==> src/rtl/alu_seq_pkg.sv <==
// Shared types and constants for the bit-serial ALU scheduler.
package alu_seq_pkg;

    typedef enum logic [1:0] {
        IDLE = 2'd0,
        EXEC = 2'd1,
        DONE = 2'd2
    } state_e;

    localparam int ALU_CTRL_W = 2;
    localparam int NUM_REQ    = 2;

endpackage

==> src/rtl/alu_seq_rr_arb.sv <==
// Two-way round-robin arbiter; the pointer moves to the losing side on every grant.
module alu_seq_rr_arb
    import alu_seq_pkg::*;
(
    input  logic               clk,
    input  logic               rst_n,
    input  logic [NUM_REQ-1:0] valid,
    input  logic               enable,
    output logic [NUM_REQ-1:0] grant,
    output logic               grant_idx
);

    logic ptr_q;

    always_comb begin
        grant_idx = 1'b0;
        grant     = '0;
        if (enable) begin
            // Pointer only breaks ties; a lone requester always wins.
            if (valid[0] && valid[1]) grant_idx = ptr_q;
            else                      grant_idx = valid[1];
            grant = valid & (2'b01 << grant_idx);
        end
    end

    always_ff @(posedge clk or negedge rst_n) begin
        if (!rst_n)      ptr_q <= 1'b0;
        else if (|grant) ptr_q <= ~grant_idx;
    end

endmodule

==> src/rtl/alu_bitserial_sched.sv <==
// Shares one 1-bit ALU between two requesters, computing WIDTH-bit results LSB first.
// Optional res_zero output is enabled by defining ALU_SEQ_ZERO_FLAG_EN.
module alu_bitserial_sched
    import alu_seq_pkg::*;
#(
    parameter int WIDTH = 8
) (
    input  logic                          clk,
    input  logic                          rst_n,
    input  logic [NUM_REQ-1:0]            req_valid,
    output logic [NUM_REQ-1:0]            req_ready,
    input  logic [NUM_REQ*WIDTH-1:0]      req_a,
    input  logic [NUM_REQ*WIDTH-1:0]      req_b,
    input  logic [NUM_REQ*ALU_CTRL_W-1:0] req_op,
    output logic                          res_valid,
    input  logic                          res_ready,
    output logic [WIDTH-1:0]              res_data,
    output logic                          res_id,
`ifdef ALU_SEQ_ZERO_FLAG_EN
    output logic                          res_zero,
`endif
    output logic                          alu_a,
    output logic                          alu_b,
    output logic [ALU_CTRL_W-1:0]         alu_ctrl,
    input  logic                          alu_res
);

    localparam int CNT_W = $clog2(WIDTH);

    state_e                state_q, state_d;
    logic [NUM_REQ-1:0]    grant;
    logic                  grant_idx;
    logic                  accept;
    logic [WIDTH-1:0]      a_q, b_q, res_q;
    logic [ALU_CTRL_W-1:0] op_q;
    logic                  id_q;
    logic [CNT_W-1:0]      cnt_q;

    // Handshakes: a transfer happens on a cycle where valid and ready are both high;
    // req_ready never depends on itself, and res_valid holds with stable data until taken.
    alu_seq_rr_arb u_arb (
        .clk       (clk),
        .rst_n     (rst_n),
        .valid     (req_valid),
        .enable    ((state_q == IDLE) && rst_n),
        .grant     (grant),
        .grant_idx (grant_idx)
    );

    assign req_ready = grant;
    assign accept    = |grant;
    assign res_data  = res_q;
    assign res_id    = id_q;

    always_ff @(posedge clk or negedge rst_n) begin
        if (!rst_n) state_q <= IDLE;
        else        state_q <= state_d;
    end

    always_comb begin
        state_d   = state_q;
        res_valid = 1'b0;
        alu_a     = 1'b0;
        alu_b     = 1'b0;
        alu_ctrl  = '0;
        case (state_q)
            IDLE: if (accept) state_d = EXEC;
            EXEC: begin
                alu_a    = a_q[0];
                alu_b    = b_q[0];
                alu_ctrl = op_q;
                if (cnt_q == CNT_W'(WIDTH - 1)) state_d = DONE;
            end
            DONE: begin
                res_valid = 1'b1;
                if (res_ready) state_d = IDLE;
            end
            default: state_d = IDLE;
        endcase
    end

    always_ff @(posedge clk or negedge rst_n) begin
        if (!rst_n) begin
            a_q   <= '0;
            b_q   <= '0;
            res_q <= '0;
            op_q  <= '0;
            id_q  <= 1'b0;
            cnt_q <= '0;
        end else begin
            case (state_q)
                IDLE: if (accept) begin
                    a_q   <= grant_idx ? req_a[2*WIDTH-1:WIDTH] : req_a[WIDTH-1:0];
                    b_q   <= grant_idx ? req_b[2*WIDTH-1:WIDTH] : req_b[WIDTH-1:0];
                    op_q  <= grant_idx ? req_op[3:2] : req_op[1:0];
                    id_q  <= grant_idx;
                    cnt_q <= '0;
                    res_q <= '0;
                end
                EXEC: begin
                    // Result fills from the top so bit 0 lands in place after WIDTH shifts.
                    res_q <= {alu_res, res_q[WIDTH-1:1]};
                    a_q   <= a_q >> 1;
                    b_q   <= b_q >> 1;
                    cnt_q <= cnt_q + CNT_W'(1);
                end
                default: ;
            endcase
        end
    end

`ifdef ALU_SEQ_ZERO_FLAG_EN
    logic any_one_q;

    always_ff @(posedge clk or negedge rst_n) begin
        if (!rst_n)                           any_one_q <= 1'b0;
        else if (state_q == IDLE && accept)   any_one_q <= 1'b0;
        else if (state_q == EXEC)             any_one_q <= any_one_q | alu_res;
    end

    assign res_zero = (state_q == DONE) && !any_one_q;
`endif

endmodule

==> config.mk <==
export PLATFORM = sky130hd
export DESIGN_NAME = alu_bitserial_sched
export DESIGN_NICKNAME = d
export VERILOG_FILES = /design/src/rtl/alu_seq_pkg.sv /design/src/rtl/alu_seq_rr_arb.sv /design/src/rtl/alu_bitserial_sched.sv
export SDC_FILE = /design/constraint.sdc
export NUM_CORES = 1
export LEC_CHECK = 0
export CAP_MARGIN = 20
export CORE_AREA = 8 8 73 75
export DETAILED_ROUTE_END_ITERATION = 8
export DIE_AREA = 0 0 81 83
export PLACE_DENSITY = 0.84
export SLEW_MARGIN = 20
export SYNTH_ARGS = -nofsm -noshare
export SYNTH_HDL_FRONTEND = slang
export SYNTH_SLANG_ARGS = --single-unit
==> constraint.sdc <==
create_clock -name clk -period 1.2 [get_ports clk]
set_input_delay 0.24 -clock clk [delete_from_list [all_inputs] [get_ports clk]]
set_output_delay 0.24 -clock clk [all_outputs]
set_load 0.01 [all_outputs]
**Word level (Yosys, flattened, before mapping)**

Cells that the tools add are included.

- Logic and storage cells: 49
- Output and inout bits: 16
- Register bits after elaboration: 33

- Mux-type cells: 23
- Bitwise operators: 2
- Reduce and logical (&&, ||, !) cells: 8
- Equal/unequal tests: 6
- Add/subtract/negate cells: 1
- Shifts and indexed selects: 1

Operators with widths:

| operator | number |
|---|---|
| $pmux 8 s2 | 3 |
| $mux 8 | 5 |
| $mux 2 | 6 |
| $mux 1 | 6 |
| $ne 2x2->1 const B | 3 |
| $pmux 2 s3 | 1 |
| $pmux 3 s2 | 1 |
| $reduce_and 2->1 | 2 |
| $add 3x1->3 const B | 1 |
| $eq 3x3->1 const B | 1 |
| $mux 3 | 1 |
| $reduce_and 3->1 | 1 |
| $and 2x2->2 | 1 |
| $eq 2x1->1 const B | 1 |
| $eq 2x2->1 const B | 1 |
| $logic_and 1x1->1 | 2 |
| $logic_not 2->1 | 1 |
| $reduce_bool 2->1 | 1 |
| $reduce_or 2->1 | 1 |
| $shl 1x1->2 const A | 1 |
| $not 1->1 | 1 |

**Depth between registers and ports, before layout**

Gate-level depths: netlist (run 1).

- Word-level depth: 9
- Depth in mapped cells: 5
- Depth with buffers taken out: 4

**By module**

A second synthesis (run 1) with hierarchy kept.

- Cell total of the unflattened synthesis: 152
- Area total of the unflattened synthesis: 1720.4 um^2

By module, submodules not included:

| module | times used | cells each | area an instance (um^2) |
|---|---|---|---|
| alu_bitserial_sched | 1 | 143 | 1654.1 |
| alu_seq_rr_arb | 1 | 9 | 66.3 |

**Worst setup path after synthesis (run 1)**

OpenSTA, ideal clock, no wires.

- Path kind: reg2out
- Start point: register state_q[1]
- End point: output port alu_a
- Cell stages (with the launch flop): 4
- Arrival: 1.086 ns
- Setup slack: -0.126 ns
- Cells stage by stage: dfrtp_1 > and2b_1 > buf_2 > and2_1

- Cells in the longest elaborated chain, start to end: 2

Ends and longest elaborated chain:

| element | line | RTL |
|---|---|---|
| start: declaration | alu_bitserial_sched.sv:30 | `state_e state_q, state_d;` |
| start signal: assignment | alu_bitserial_sched.sv:57 | `else state_q <= state_d;` |
| $eq 2x1->1 | alu_bitserial_sched.sv:66 | `case (state_q)` |
| $mux 1 | alu_bitserial_sched.sv:66 |  |
| end: declaration | alu_bitserial_sched.sv:22 | `output logic alu_a,` |

Every way passes these cells.

**Final worst setup path (run 1)**

- Start point: register state_q[1]
- End point: output port alu_ctrl[1]

- Cells in the longest elaborated chain, start to end: 2

Ends and longest elaborated chain:

| element | line | RTL |
|---|---|---|
| $eq 2x1->1 | alu_bitserial_sched.sv:66 |  |
| $mux 2 | alu_bitserial_sched.sv:66 |  |
| end: declaration | alu_bitserial_sched.sv:24 | `output logic [ALU_CTRL_W-1:0] alu_ctrl,` |

Every way passes these cells.

==> results of run 1 <==
[cell type report]
cell class | count | area [µm²]
Tap cell | 52 | 65.1
Clock buffer | 8 | 80.1
Sequential cell | 33 | 826
Multi-Input combinational cell | 92 | 881
Fill cell | 323 | 1420
Timing Repair Buffer | 93 | 922
Inverter | 3 | 11.3
[layer usage]
metal	up-vias	part of all wire, %	track usage, %
met5	-	0	0
met4	0	1.4	4.23
met3	9	5.8	5.28
met2	37	52	22.9
met1	668	41	15.7
li1	690	-	-
[power by group through the flow]
stage	combinational (µW)	sequential [µW]	clock [µW]
6_report	3620	1930	794
5_1_grt	3890	1990	862
4_1_cts	3410	1920	808
3_5_place_dp	2630	1880	0
3_3_place_gp	2550	1860	0
2_1_floorplan	1570	1890	0
[stage by stage]
step	TNS, ns	hold WS, ns	power, µW	cells
after CTS	-11.50	0.144	6130	278
after floorplan	-2.03	-0.0556	3450	134
after detailed placement	-19.02	0.483	4510	256
after global placement	-17.59	0.470	4410	256
final	-12.47	0.127	6350	281
after global routing	-14.57	0.164	6740	281
[cells by family after synthesis]
family | Yosys count
AO/OA/AOI/OAI | 52
flip-flops | 33
AND/OR/NAND/NOR | 20
multiplexers | 16
buffers and inverters | 11
adder cells (fa/ha/maj) | 2
[sequential cells by signal (all words and copies together), names as in the netlist]
signal	flops
state_q	2
b_q	8
op_q	2
a_q	8
res_id	1
u_arb.ptr_q	1
cnt_q	3
res_data	8
[repair_timing]
| item | in CTS | in global routing |
|---|---|---|
| resized for setup | 88 | 18 |
| buffers inserted | 13 | 4 |
| cloned | 3 | 0 |
| setup endpoints to repair | 48 | 45 |
| pin swaps | 5 | 3 |
| hold buffers | 0 | 0 |
[worst reg2reg max path, cell delays in order, from the launching register on]
cell	delay [ns]
dfrtp_1	0.42
and2b_4	0.30
buf_6	0.13
buf_6	0.10
buf_6	0.12
a21oi_4	0.04
buf_12	0.15
a22oi_2	0.11
o21ai_1	0.09
[worst min path at each step]
stage	start	slack, ns	end	cells past startpoint
floorplan	rst_n	-0.06	a_q[0]	0
global placement	res_id	0.47	res_id	1
detailed placement	op_q[1]	0.48	op_q[1]	2
CTS	rst_n	0.14	res_id	2
global route	rst_n	0.16	state_q[0]	2
finish	rst_n	0.13	u_arb.ptr_q	2
[cell usage in the layout (no fill, tap or decap), drive strengths merged, types with 5 or more instances in the layout]
master	synthesis	layout
clkdlybuf4s50	0	39
dfrtp	33	33
mux2i	16	16
nand2	8	9
and2	5	5
o21ai	18	18
buf	8	43
a21oi	5	6
clkbuf	0	10
a22o	11	11
clkdlybuf4s15	0	7
a22oi	14	14
==> flow_metrics.tcl, run 1 <==
set metrics [dict create \
    status "finished, violations left" \
    violations "negative setup slack" \
    rsz0062_at_grt "true" \
    die_h_um 83 \
    cp-end-kind "primary output" \
    drt_wl_total_um 4490 \
    rr_endpoint "a_q[5]" \
    pre_cts_ws_ns -0.752 \
    slew_headroom_pct 72.6 \
    synth.distinct_cells 30 \
    die-width_um 81 \
    rrSetupSlack_ns -0.37 \
    synthFlopType "dfrtp_1" \
    setup_slack_ns -0.438 \
    final.period_utilization_pct 136 \
    io_pins 58 \
    synth.most_common_cell "dfrtp_1" \
    worst_skew_pair.late_latency_ns 0.28 \
    synth_top_family_by_area "compound AO/OA/AOI/OAI gates" \
    ys_warn_count 0 \
    drt-initial-drc-count 57 \
    p_switching_uw 2280 \
    slew_viol_final 0 \
    synth_adder_area_share_pct 1.56 \
    p_per_area_nw_per_um2 2280 \
    setup_viol 40 \
    p_clk_share_pct 12.5 \
    cts_max_level 2 \
    required_ns 0.96 \
    path_clk_slew_ns 0.06 \
    fin_crit_ns 1.64 \
    wl_per_cell_um 16.0 \
    synth_seq_cells 33 \
    dr.pass1.iters 4 \
    drc 0 \
    worst-path-buf-inv 3 \
    swShare_pct 35.9 \
    p_int_uw 4070 \
    grt_usage_pct 13.8 \
    gp_congestion 0.724 \
    start_util_pct 38.2 \
    cp-endpoint "alu_ctrl[1]" \
    synth-compound-area-share_pct 22.9 \
    finish.utilization_pct 66.3 \
    root_buffer "clkbuf_8" \
    p_leak_uw 0.00125 \
    maxCapViolations 0 \
    critPathLaunchType "flop" \
    slowest_stage "dfrtp_1" \
    worstHoldPathType "in -> async" \
    fmax_ghz 0.611 \
    grt_pass1_vias 1531 \
    antenna_cells 0 \
    synth_area_per_cell_um2 12.0 \
    vias 1404 \
    cp.arrival_ns 1.40 \
    netlist_area_um2 1610 \
    criticalPathCategory "reg -> out" \
    syn_nets 178 \
    ant_nets 0 \
    synth-simple-area-share_pct 8.81 \
    placed_area_um2 2370 \
    dieArea_um2 6720 \
    coreArea_um2 4200 \
    port_buffers 57 \
    cp_top_family "flip-flops" \
    peakVddDrop_mv 1.17 \
    cp_cell_sequence "and2b_4 > buf_6 > buf_6 > and2_4 > buf_6" \
    hold_violations 0 \
    synth_area_leaders "dfrtp_1 (51%), mux2i_1 (10%), a22oi_1 (6.1%)" \
    final_layout_size_suffix_gt1_share_pct 40.2 \
    grt_pass1_wl_um 7360 \
    path_max_fanout 4 \
    worst_slew_pin_slew_ns 0.411 \
    crit_cells 5 \
    crit_start "state_q[1]" \
    syn-instance-count 134 \
    placement_rows 24 \
    synth_top_area_cell "dfrtp_1" \
    ys_seq_area_share_pct 51.4 \
    p_comb_share_pct 57.1 \
    hpwl_um 2900 \
    final_area_um2 2790 \
    overflow 0 \
    crit_top_cell "buf_6" \
    cts_inserted_buffers 5 \
    antenna_found_initial 0 \
    synthXorXnorAreaFrac_pct 0 \
    via_per_inst 5.00 \
    syn2layout_area_growth_pct 73.5 \
    synth_top_area_share_pct 51.4 \
    cts_sinks 33 \
    synth_mux_area_share_pct 9.98 \
    max_stage_delay_ns 0.42 \
    r2r_cells 8 \
    clock_skew_ns 0.00363 \
    cts_tree "built" \
    layout.nets 272 \
    synth_edf_count 0 \
    timing.rr.start "state_q[1]" \
    synth.cells.most_frequent "dfrtp_1 (33), mux2i_1 (16), o21ai_1 (15)" \
    pwr-share-seq_pct 30.4 \
    async_reset_ff_share_pct 100 \
    clockBufferDepth 2 \
    grt_max_degree 34 \
]
(Power assumes the default switching activity.)
==> run 2: changes to the inputs <==
--- a/config.mk
+++ b/config.mk
@@ -9,8 +9,8 @@
 export CORE_AREA = 8 8 73 75
 export DETAILED_ROUTE_END_ITERATION = 8
 export DIE_AREA = 0 0 81 83
-export PLACE_DENSITY = 0.84
-export SLEW_MARGIN = 20
+export PLACE_DENSITY = 0.8
+export SLEW_MARGIN = 5
 export SYNTH_ARGS = -nofsm -noshare
 export SYNTH_HDL_FRONTEND = slang
 export SYNTH_SLANG_ARGS = --single-unit
==> constraint.sdc (replaced) <==
create_clock -name clk -period 1.2 [get_ports clk]
set_input_delay 0.18 -clock clk [delete_from_list [all_inputs] [get_ports clk]]
set_output_delay 0.18 -clock clk [all_outputs]
set_load 0.01 [all_outputs]
==> run 2 against run 1 <==
The run still ends with negative setup slack left. Worst setup slack improved by 0.054 ns. Power fell by 2.0%. Combinational power fell by 4%. Sequential power barely moved. Die area did not move.
==> flow_metrics.tcl, run 2 (synthesis results as in run 1) <==
set metrics [dict create \
    status "finished, violations left" \
    violations "negative setup slack" \
    setup_slack_ns -0.384 \
    clockBufferDepth 2 \
    timing.rr.start "state_q[1]" \
    slew_headroom_pct 72.7 \
    maxCapViolations 0 \
    finish.utilization_pct 67.0 \
    drt_wl_total_um 4920 \
    timing.hold.ws_ns 0.335 \
    drt-initial-drc-count 105 \
    antenna_found_initial 0 \
    peakVddDrop_mv 0.925 \
    grt_usage_pct 13.1 \
    layout_common_cells "clkdlybuf4s50_1 (40), dfrtp_1 (33), mux2i_1 (16), buf_6 (15), buf_4 (15)" \
    grt_pass1_vias 1454 \
    max_stage_delay_ns 0.39 \
    cp-end-kind "flop" \
    coreArea_um2 4200 \
    met3_usage_pct 4.31 \
    fmax_ghz 0.631 \
    p_per_area_nw_per_um2 2210 \
    pre_cts_ws_ns -0.689 \
    use_met2_pct 19.9 \
    cp-endpoint "a_q[3]" \
    cts_sinks 33 \
    path_max_fanout 7 \
    worstHoldPathType "in -> reg" \
    hold_violations 0 \
    fin_crit_ns 1.58 \
    crit_top_cell "buf_6" \
    final.period_utilization_pct 132 \
    dpl.cell_count 251 \
    cp_cell_sequence "buf_6 > nor3b_4 > buf_4 > buf_12 > buf_6 > a21oi_4 > a22oi_2 > o21ai_2" \
    port_buffers 57 \
    cts_inserted_buffers 5 \
    die_h_um 83 \
    slowest_stage "dfrtp_1" \
    clock_skew_ns 0.0128 \
    syn2layout_area_growth_pct 75.4 \
    final_common_cell "clkdlybuf4s50_1" \
    cp_top_family "buffers and inverters" \
    cts_tree "built" \
    slew_viol_final 0 \
    via_per_inst 5.24 \
    worst_skew_pair.late_latency_ns 0.29 \
    die-width_um 81 \
    rrSetupSlack_ns -0.38 \
    layout.nets 270 \
    crit_cells 8 \
    ant_nets 0 \
    required_ns 1.37 \
    start_util_pct 38.2 \
    io_pins 58 \
    hold_depth 3 \
    gr-max-usage-layer "met2" \
    path_clk_slew_ns 0.07 \
    dieArea_um2 6720 \
    grt_max_degree 34 \
    final_layout_size_suffix_gt1_share_pct 37.9 \
    vias 1463 \
    cp.arrival_ns 1.75 \
    p_leak_uw 0.00129 \
    fillers 323 \
    p_total_uw 6220 \
    crit_start "state_q[1]" \
    criticalPathCategory "reg -> reg" \
    critPathLaunchType "flop" \
    r2r_cells 8 \
    antenna_cells 0 \
    grt_use_met1_pct 16.8 \
    grt_pass1_wl_um 7080 \
    dr.pass1.iters 5 \
    hpwl_um 3000 \
    worst-path-buf-inv 4 \
    placement_rows 24 \
    overflow 0 \
    setup_viol 40 \
    rr_endpoint "a_q[3]" \
    gp_congestion 0.753 \
    worst_slew_pin_slew_ns 0.410 \
    cts_max_level 2 \
    root_buffer "clkbuf_8" \
    drc 0 \
    final_cells 279 \
    wl_per_cell_um 17.6 \
    rsz0062_at_grt "true" \
]
[run 2: report_power, final]
group / leakage [µW] / internal, µW / total [µW] / switching [µW]
registers: 0.000420 / 1580 / 1920 / 347
clock network: 0.0000450 / 402 / 806 / 404
logic: 0.000828 / 1920 / 3490 / 1570
[run 2: worst min-delay path, delay by kind of cell]
family                 cells  cell delay, ns
AOI/OAI and AO/OA          2            0.21
buffers and inverters      1            0.18
[run 2: worst min path at each step]
stage,startpoint,endpoint,slack (ns)
2_1_floorplan,rst_n,a_q[0],-0.12
3_3_place_gp,op_q[1],op_q[1],0.46
3_5_place_dp,cnt_q[0],cnt_q[0],0.48
4_1_cts,rst_n,cnt_q[0],0.41
5_1_grt,req_valid[0],u_arb.ptr_q,0.35
6_report,req_valid[0],u_arb.ptr_q,0.33
[run 2: layout make-up]
| cell class | instances | area, µm² | share of cell area (%) |
|---|---|---|---|
| timing repair buffer | 89 | 938 | 33.3 |
| multi-input combinational | 94 | 892 | 31.7 |
| sequential | 33 | 826 | 29.3 |
| clock buffer | 6 | 72.6 | 2.58 |
| tap | 52 | 65.1 | 2.31 |
| inverter | 3 | 11.3 | 0.400 |
| clock inverter | 2 | 10.0 | 0.356 |
[run 2: routing by layer]
layer,wire (µm),vias to the layer above
met1,2010,704
met5,0,-
li1,-,691
met3,349,6
met4,68,0
met2,2490,62
[run 2: per-stage QoR]
| stage | TNS (ns) | instance area, µm² |
|---|---|---|
| finish | -11.35 | 2820 |
| CTS | -9.40 | 2490 |
| global placement | -21.18 | 2310 |
| detailed placement | -22.10 | 2310 |
| global route | -13.29 | 2820 |
| floorplan | -1.96 | 1620 |
[run 2: timing repair]
item                       in CTS  in global routing
pin swaps                       7                 12
gates cloned                    2                  4
buffers inserted                8                  8
hold buffers                    0                  0
resized for setup              52                 48
setup endpoints to repair      48                 40
==> run 3: changes to the inputs <==
--- a/config.mk
+++ b/config.mk
@@ -10,7 +10,10 @@
 export DETAILED_ROUTE_END_ITERATION = 8
 export DIE_AREA = 0 0 81 83
 export PLACE_DENSITY = 0.8
+export RECOVER_POWER = 100
+export SETUP_SLACK_MARGIN = 0.15
 export SLEW_MARGIN = 5
 export SYNTH_ARGS = -nofsm -noshare
 export SYNTH_HDL_FRONTEND = slang
 export SYNTH_SLANG_ARGS = --single-unit
+export TNS_END_PERCENT = 50
==> run 3 against run 2 <==
The run still ends with negative setup slack left. Worst hold slack improved by 0.14 ns. Routed wire length decreased by 4.9%. Final area down 4.9%. Global-route usage up 0.24 points. Critical path depth unchanged. Non-clock buffer count rose by 3. Sequential power about the same. Maximum frequency is 3.0% lower. Clock power is 6.0% lower. Flip-flop and latch count did not move. Clock skew is 0.0047 ns lower. Combinational power shrank 3%. Critical path type unchanged. Critical endpoint is now b_q[4]. Largest power group unchanged.
==> flow_metrics.tcl, run 3 (synthesis results as in run 1) <==
set metrics [dict create \
    required_ns 1.40 \
    antenna_cells 0 \
    overflow 0 \
    port_buffers 57 \
    placement_rows 24 \
    layout.nets 269 \
    final_common_cell "clkdlybuf4s50_1" \
    slew_headroom_pct 70.2 \
    die-width_um 81 \
    wl_per_cell_um 16.9 \
    final.period_utilization_pct 136 \
    p_switching_uw 2190 \
    drt-initial-drc-count 32 \
    cts_inserted_buffers 5 \
    maxCapViolations 0 \
    cp.arrival_ns 1.83 \
    setup_tns_ns -14.30 \
    clock_skew_ns 0.00813 \
    layout_common_cells "clkdlybuf4s50_1 (40), dfrtp_1 (33), buf_4 (19), mux2i_1 (16), o21ai_1 (16)" \
    p_clk_share_pct 12.5 \
    cts_max_level 2 \
    grt_pass1_wl_um 7130 \
    p_leak_uw 0.00120 \
    die_h_um 83 \
    worstHoldPathType "in -> reg" \
    crit_start "state_q[0]" \
    fmax_ghz 0.612 \
    drt_wl_total_um 4670 \
    p_comb_share_pct 55.9 \
    hold_violations 0 \
    p_per_area_nw_per_um2 2260 \
    vias 1397 \
    setup_slack_ns -0.434 \
    clockBufferDepth 2 \
    via_per_inst 5.06 \
    fin_crit_ns 1.63 \
    dieArea_um2 6720 \
    grt_max_degree 34 \
    rsz0062_at_grt "true" \
    timing.rr.start "state_q[0]" \
    path_max_fanout 12 \
    path_clk_slew_ns 0.07 \
    final_layout_size_suffix_gt1_share_pct 33.5 \
    root_buffer "clkbuf_8" \
    slew_viol_final 0 \
    pwr-share-seq_pct 31.6 \
    cts_sinks 33 \
    criticalPathCategory "reg -> reg" \
    antenna_found_initial 0 \
    critPathLaunchType "flop" \
    io_pins 58 \
    peakVddDrop_mv 0.914 \
    worst_skew_pair.late_latency_ns 0.28 \
    dr.pass1.iters 4 \
    cp-end-kind "flop" \
    p_int_uw 3860 \
    worst_slew_pin_slew_ns 0.447 \
    grt_usage_pct 13.3 \
    coreArea_um2 4200 \
    start_util_pct 38.2 \
    syn2layout_area_growth_pct 66.8 \
    finish.utilization_pct 63.7 \
    swShare_pct 36.2 \
    setup_viol 40 \
    drc 0 \
    cts_tree "built" \
    grt_pass1_vias 1511 \
    gp_congestion 0.726 \
    hpwl_um 2960 \
    ant_nets 0 \
    status "finished, violations left" \
    worstHoldStart "req_b[7]" \
    violations "negative setup slack" \
]
[run 3: changes by cell type in the layout (fill, tap and decap cells not counted), moves of 5 or more]
cell	change
clkbuf_1	+9
dlygate4sd2_1	-9
buf_6	-8
a22oi_1	-5
a22oi_2	+5
o21ai_2	-5
[run 3: path summary, 6_finish.rpt]
check	end	slack (ns)	depth (start not counted)
hold / removal	b_q[7]	0.48	3
min in group asynchronous	state_q[1]	0.53	3
setup reg to reg	b_q[4]	-0.43	8
hold reg to reg	op_q[0]	0.48	2
max in group asynchronous	res_data[7]	0.35	3
setup / recovery	b_q[4]	-0.43	8
[run 3: worst max-delay path: stages (launching register included)]
cell	delay (ns)
dfrtp_1	0.39
buf_6	0.12
and2b_1	0.18
buf_12	0.14
buf_8	0.12
a21oi_4	0.24
clkbuf_16	0.22
a22oi_2	0.05
o21ai_1	0.09
[run 3: what timing repair did]
| item | CTS | global route |
|---|---|---|
| setup endpoints to repair | 49 | 40 |
| setup buffers | 10 | 7 |
| gates cloned | 0 | 2 |
| pin swaps | 6 | 2 |
| hold buffers | 1 | 0 |
| gates resized for setup | 83 | 16 |
| endpoints found under the hold margin | 33 | 0 |
[run 3: layout make-up]
class,count,area (µm²)
clock inverters,1,5.00
well taps,52,65.1
inverters,3,11.3
multi-input cells,90,808
flip-flops and latches,33,826
repair buffers,92,893
fillers,347,1530
clock buffers,5,68.8
[run 3: per-stage QoR]
stage	total power [µW]	instances	area, µm²	setup WS [ns]	hold WS [ns]
3_5_place_dp	4440	250	2340	-0.511	0.258
4_1_cts	5440	267	2510	-0.377	0.467
2_1_floorplan	3350	134	1610	-0.108	-0.116
5_1_grt	6440	276	2680	-0.523	0.500
6_report	6050	276	2680	-0.434	0.476
3_3_place_gp	4350	250	2340	-0.464	0.250
[run 3: power groups by stage]
stage | combinational, µW | sequential [µW] | clock [µW]
6_report | 3380 | 1910 | 758
2_1_floorplan | 1480 | 1880 | 0
3_5_place_dp | 2560 | 1890 | 0
4_1_cts | 2790 | 1880 | 775
5_1_grt | 3650 | 1970 | 821
3_3_place_gp | 2480 | 1870 | 0
[run 3: per-layer routing]
metal	global-route usage, %	share of wire (%)	up-vias
met4	5.53	1.8	0
li1	-	-	681
met2	21.7	54	39
met1	15.6	40	670
met5	0	0	-
met3	4.09	4.8	7
==> variant 1 (settings of run 1) <==
Re-encode `state_e` (3 states) as one-hot, 3 bits wide.
--- a/src/rtl/alu_seq_pkg.sv
+++ b/src/rtl/alu_seq_pkg.sv
@@ -1,10 +1,10 @@
 // Shared types and constants for the bit-serial ALU scheduler.
 package alu_seq_pkg;
 
-    typedef enum logic [1:0] {
-        IDLE = 2'd0,
-        EXEC = 2'd1,
-        DONE = 2'd2
+    typedef enum logic [2:0] {
+        IDLE = 3'b001,
+        EXEC = 3'b010,
+        DONE = 3'b100
     } state_e;
 
     localparam int ALU_CTRL_W = 2;
Formal check against the unedited RTL: same outputs for any inputs over 10 cycles, from zero or initial values and one cycle with rst_n low; not proved beyond that.
==> variant 1 against run 1 <==
- worst setup slack got worse by 0.067 ns
- the flow still finishes with violations (setup timing)
- via count up 43%
- synthesized cell count is 36% higher
- area after synthesis is 14% higher
- clock skew is 0.0059 ns higher
- sequential cell count increased by 1
- power shrank 6.7%
- critical path type unchanged
- count of clock-buffer cells in the layout decreased by 2
- clock power rose by 36%
- first-iteration DRC count rose by 150%
- wire length grew 56%
- cell area grew 14%
==> variant 1: results <==
run_status:
  outcome: "finished, violations left"
  failed_checks: "setup timing"
routing:
  num_vias: 2008
  drtPass1Iterations: 4
  drt_wl_total_mm: 7.00
  drt_iter0_drc: 140
logic_synthesis:
  yosysWarnings: 0
  synth.most_common_cell: "nand2_1"
  synth_cell_types: 35
  synthTopCellsByCount: "35 x nand2_1, 33 x dfrtp_1, 23 x o211ai_1, 16 x a32oi_1, 11 x buf_2"
  ys_seq_area_share_pct: 46.4
  synth_fp_nets: 226
  synthTopCellsByArea: "dfrtp_1 45%, o211ai_1 9.4%, a32oi_1 7.6%"
  synthFlopType: "dfrtp_1"
  ys_async_sr_fraction_pct: 100
placed_design:
  place_area_mm2: 0.00260
  globalplace.congestion: 0.830
  hpwlAfterDp_mm: 3.81
  io_buffers: 57
  dpl_worst_slack_ns: -0.684
timing:
  finalWorstSetupSlack_ns: -0.505
  worstMarginPinSlew_ns: 0.443
  final-setup-viol-count: 40
  clock_skew_ns: 0.00948
global_routing:
  grt_max_degree: 36
  grt_antenna_before_repair: 0
  grt_pass1_wl_mm: 10.9
  grtUsageTotal_pct: 20.5
setup_path:
  critPathMaxStageDelay_ns: 0.61
  critical_path_arrival_ns: 1.46
  cpMaxStageDelayCell: "dfstp_2"
  crit_family: "flip-flops"
  cp_max_fo: 4
clock_network:
  htree_num_levels: 2
  root_buffer: "clkbuf_8"
  clk_pin_slew_ns: 0.07
  clk_path_buf_depth: 2
  clock_latency_ns: 0.29
  numCtsBuffers: 5
worst_hold_path:
  min_path_type: "input pin to asynchronous set/reset pin"
layout:
  areaGrowthSynthToFinish_pct: 72.8
  final_net_count: 321
  final_layout_size_suffix_gt1_share_pct: 40.8
  diodes: 0
  nFillCells: 255
pwr:
  vdd_drop_max_v: 0.00129
  power_leakage_uw: 0.00132
==> variant 1: worst paths after layout <==
| path | from | to | slack [ns] | cells after the start |
|---|---|---|---|---|
| max in group asynchronous | rst_n | state_q[0]$_DFFE_PN1P_ | 0.82 | 2 |
| worst max-delay path | state_q[0]$_DFFE_PN1P_ | req_ready[0] | -0.50 | 4 |
| worst min-delay path | rst_n | res_data[1]$_DFFE_PN0P_ | 0.05 | 2 |
| min in group clk | alu_res | res_data[7]$_DFFE_PN0P_ | 0.50 | 3 |
| worst min register to register | cnt_q[0]$_DFFE_PN0P_ | cnt_q[0]$_DFFE_PN0P_ | 0.51 | 1 |
| worst max register to register | state_q[0]$_DFFE_PN1P_ | a_q[6]$_DFFE_PN0P_ | -0.47 | 5 |
==> variant 1: kinds of logic after synthesis <==
family,after synthesis,share of synthesized area (%)
DFF,34,46.4
buffers and inverters,23,6.67
adders and majority gates,2,1.36
AOI/OAI and AO/OA,69,30.0
and+or+nand+nor,54,15.6
==> variant 1: final cells by class <==
cell class / count / share of cell area, %
clock buffers: 6 / 2.60
clock inverters: 1 / 0.945
inverters: 6 / 0.709
multi-input cells: 125 / 31.8
flip-flops and latches: 34 / 26.9
well taps: 52 / 2.05
repair buffers: 105 / 35.1
==> variant 1: layer usage <==
| layer | share of wire, % | global-route usage, % | vias up |
|---|---|---|---|
| met3 | 7.7 | 5.06 | 21 |
| met5 | 0 | 0 | - |
| li1 | - | - | 880 |
| met2 | 50 | 33.0 | 107 |
| met4 | 3.1 | 8.29 | 0 |
| met1 | 39 | 25.1 | 1000 |
==> variant 1: stage by stage <==
step           instances  TNS [ns]
3_3_place_gp         298    -17.30
4_1_cts              324    -13.77
6_report             329    -15.31
3_5_place_dp         298    -18.95
5_1_grt              329    -16.40
2_1_floorplan        182     -3.83
==> variant 1: what timing repair did <==
| item | CTS | global route |
|---|---|---|
| setup buffers | 16 | 6 |
| hold buffers | 0 | 0 |
| pin swaps | 36 | 11 |
| setup endpoints to repair | 49 | 48 |
| resized for setup | 83 | 25 |
| gates cloned | 4 | 0 |
==> variant 1: where the power goes <==
group / switching, uW / total, uW / internal, uW
Combinational: 1300 / 2940 / 1640
Clock: 411 / 1080 / 664
Sequential: 338 / 1910 / 1570
==> variant 2 (flow settings as in run 1) <==
Without the edit above. Change the package constant `NUM_REQ` from 2 to 4.
--- a/src/rtl/alu_seq_pkg.sv
+++ b/src/rtl/alu_seq_pkg.sv
@@ -8,7 +8,7 @@
     } state_e;
 
     localparam int ALU_CTRL_W = 2;
-    localparam int NUM_REQ    = 2;
+    localparam int NUM_REQ    = 4;
 
 endpackage
 
Interface: changed (5 resized); port bits go from 58 to 98. No check against the original RTL was run, so the function may have changed too.
==> variant 2 against run 1 <==
- the flow still finishes with violations (setup timing)
- global-route usage shrank 0.43 points
- non-clock buffer count is the same
- area after synthesis increased by 1.2%
- combinational power increased by 3%
- fmax increased by 3.6%
- sequential share of layout area fell by 0.99 points
- power grew 8.7%
- via count rose by 2.8%
- worst setup slack improved by 0.057 ns
- wire length increased by 9.5%
- cell area grew 3.8%
- sequential cell count unchanged
- clock skew grew 0.0044 ns
- largest cell class unchanged
==> variant 2: results <==
placed_design:
  place_area_mm2: 0.00233
  placed_cells: 255
  dpl_worst_slack_ns: -0.741
clock_network:
  cts_resized: 62
  cts_setup_buffers: 12
logic_synthesis:
  avgSynthCellArea_um2: 11.9
  ys_seq_area_share_pct: 50.8
  synth_cell_types: 31
  yosys-mux-area-fraction_pct: 9.86
  synth_compound_area_share_pct: 22.7
  synthTopCellsByArea: "dfrtp_1 51%, mux2i_1 9.9%, a22oi_1 6.0%"
layout:
  final_layout_size_suffix_gt1_share_pct: 43.7
  final_net_count: 312
routing:
  num_vias: 1443
  drt-vias-per-instance: 5.10
setup_path:
  reg2regPathDepth: 7
  path_class: "register to register"
  r2r_end: "b_q[4]$_DFFE_PN0P_"
global_routing:
  grt_pass1_wl_mm: 7.00
  grtUsageTotal_pct: 13.4
  gr-usage-met3_pct: 4.53
run_status:
  failed_checks: "setup timing"
  outcome: "finished, violations left"
pwr:
  power_leakage_uw: 0.00131
  vdd_drop_max_v: 0.00118
timing:
  final-setup-viol-count: 39
  tns_ns: -12.29
  finalWorstSetupSlack_ns: -0.381
  hold_slack_ns: 0.395
-- variant 2: cell types whose count changed in the layout (fill, tap and decap cells not counted), moves of 2 or more --
| cell | run 1 | this run |
|---|---|---|
| buf_6 | 17 | 13 |
| clkbuf_1 | 3 | 0 |
| clkbuf_16 | 0 | 3 |
| o21ai_1 | 13 | 10 |
| o21ai_2 | 5 | 8 |
| buf_4 | 19 | 21 |
| bufinv_16 | 0 | 2 |
| clkdlybuf4s50_1 | 39 | 41 |
| conb_1 | 0 | 2 |
| dfrtp_1 | 33 | 31 |
| dfrtp_2 | 0 | 2 |
| dlygate4sd2_1 | 2 | 0 |
-- variant 2: final cells by class --
cell class | count | area (um^2)
inverters | 3 | 11.3
clock buffers | 5 | 68.8
well taps | 52 | 65.1
multi-input cells | 94 | 897
clock inverters | 3 | 65.1
fillers | 311 | 1310
flip-flops and latches | 33 | 828
repair buffers | 93 | 955
-- variant 2: cell families after synthesis --
group,Yosys count
other,1
AO/OA/AOI/OAI,52
multiplexers,16
buffers and inverters,13
flip-flops,33
adder cells (fa/ha/maj),2
AND/OR/NAND/NOR,20
-- variant 2: power by group through the flow --
stage / combinational, uW / clock, uW / sequential [uW]
floorplan: 1570 / 0 / 1890
global placement: 2520 / 0 / 1860
detailed placement: 2590 / 0 / 1880
CTS: 2890 / 1260 / 1850
global route: 3960 / 1320 / 1980
finish: 3730 / 1240 / 1930
-- variant 2: layer usage --
metal  routed length [um]  part of all wire [%]
met5                    0                     0
met4                  119                   2.4
met3                  285                   5.8
met2                 2650                    54
met1                 1860                    38
-- variant 2: critical path: stages (launching register included) --
cell and delay [ns]:
dfrtp_2 0.44, nor3b_4 0.27, buf_4 0.16, buf_6 0.11, a21oi_4 0.09, clkbuf_16 0.18
a22oi_2 0.12, o21ai_1 0.10
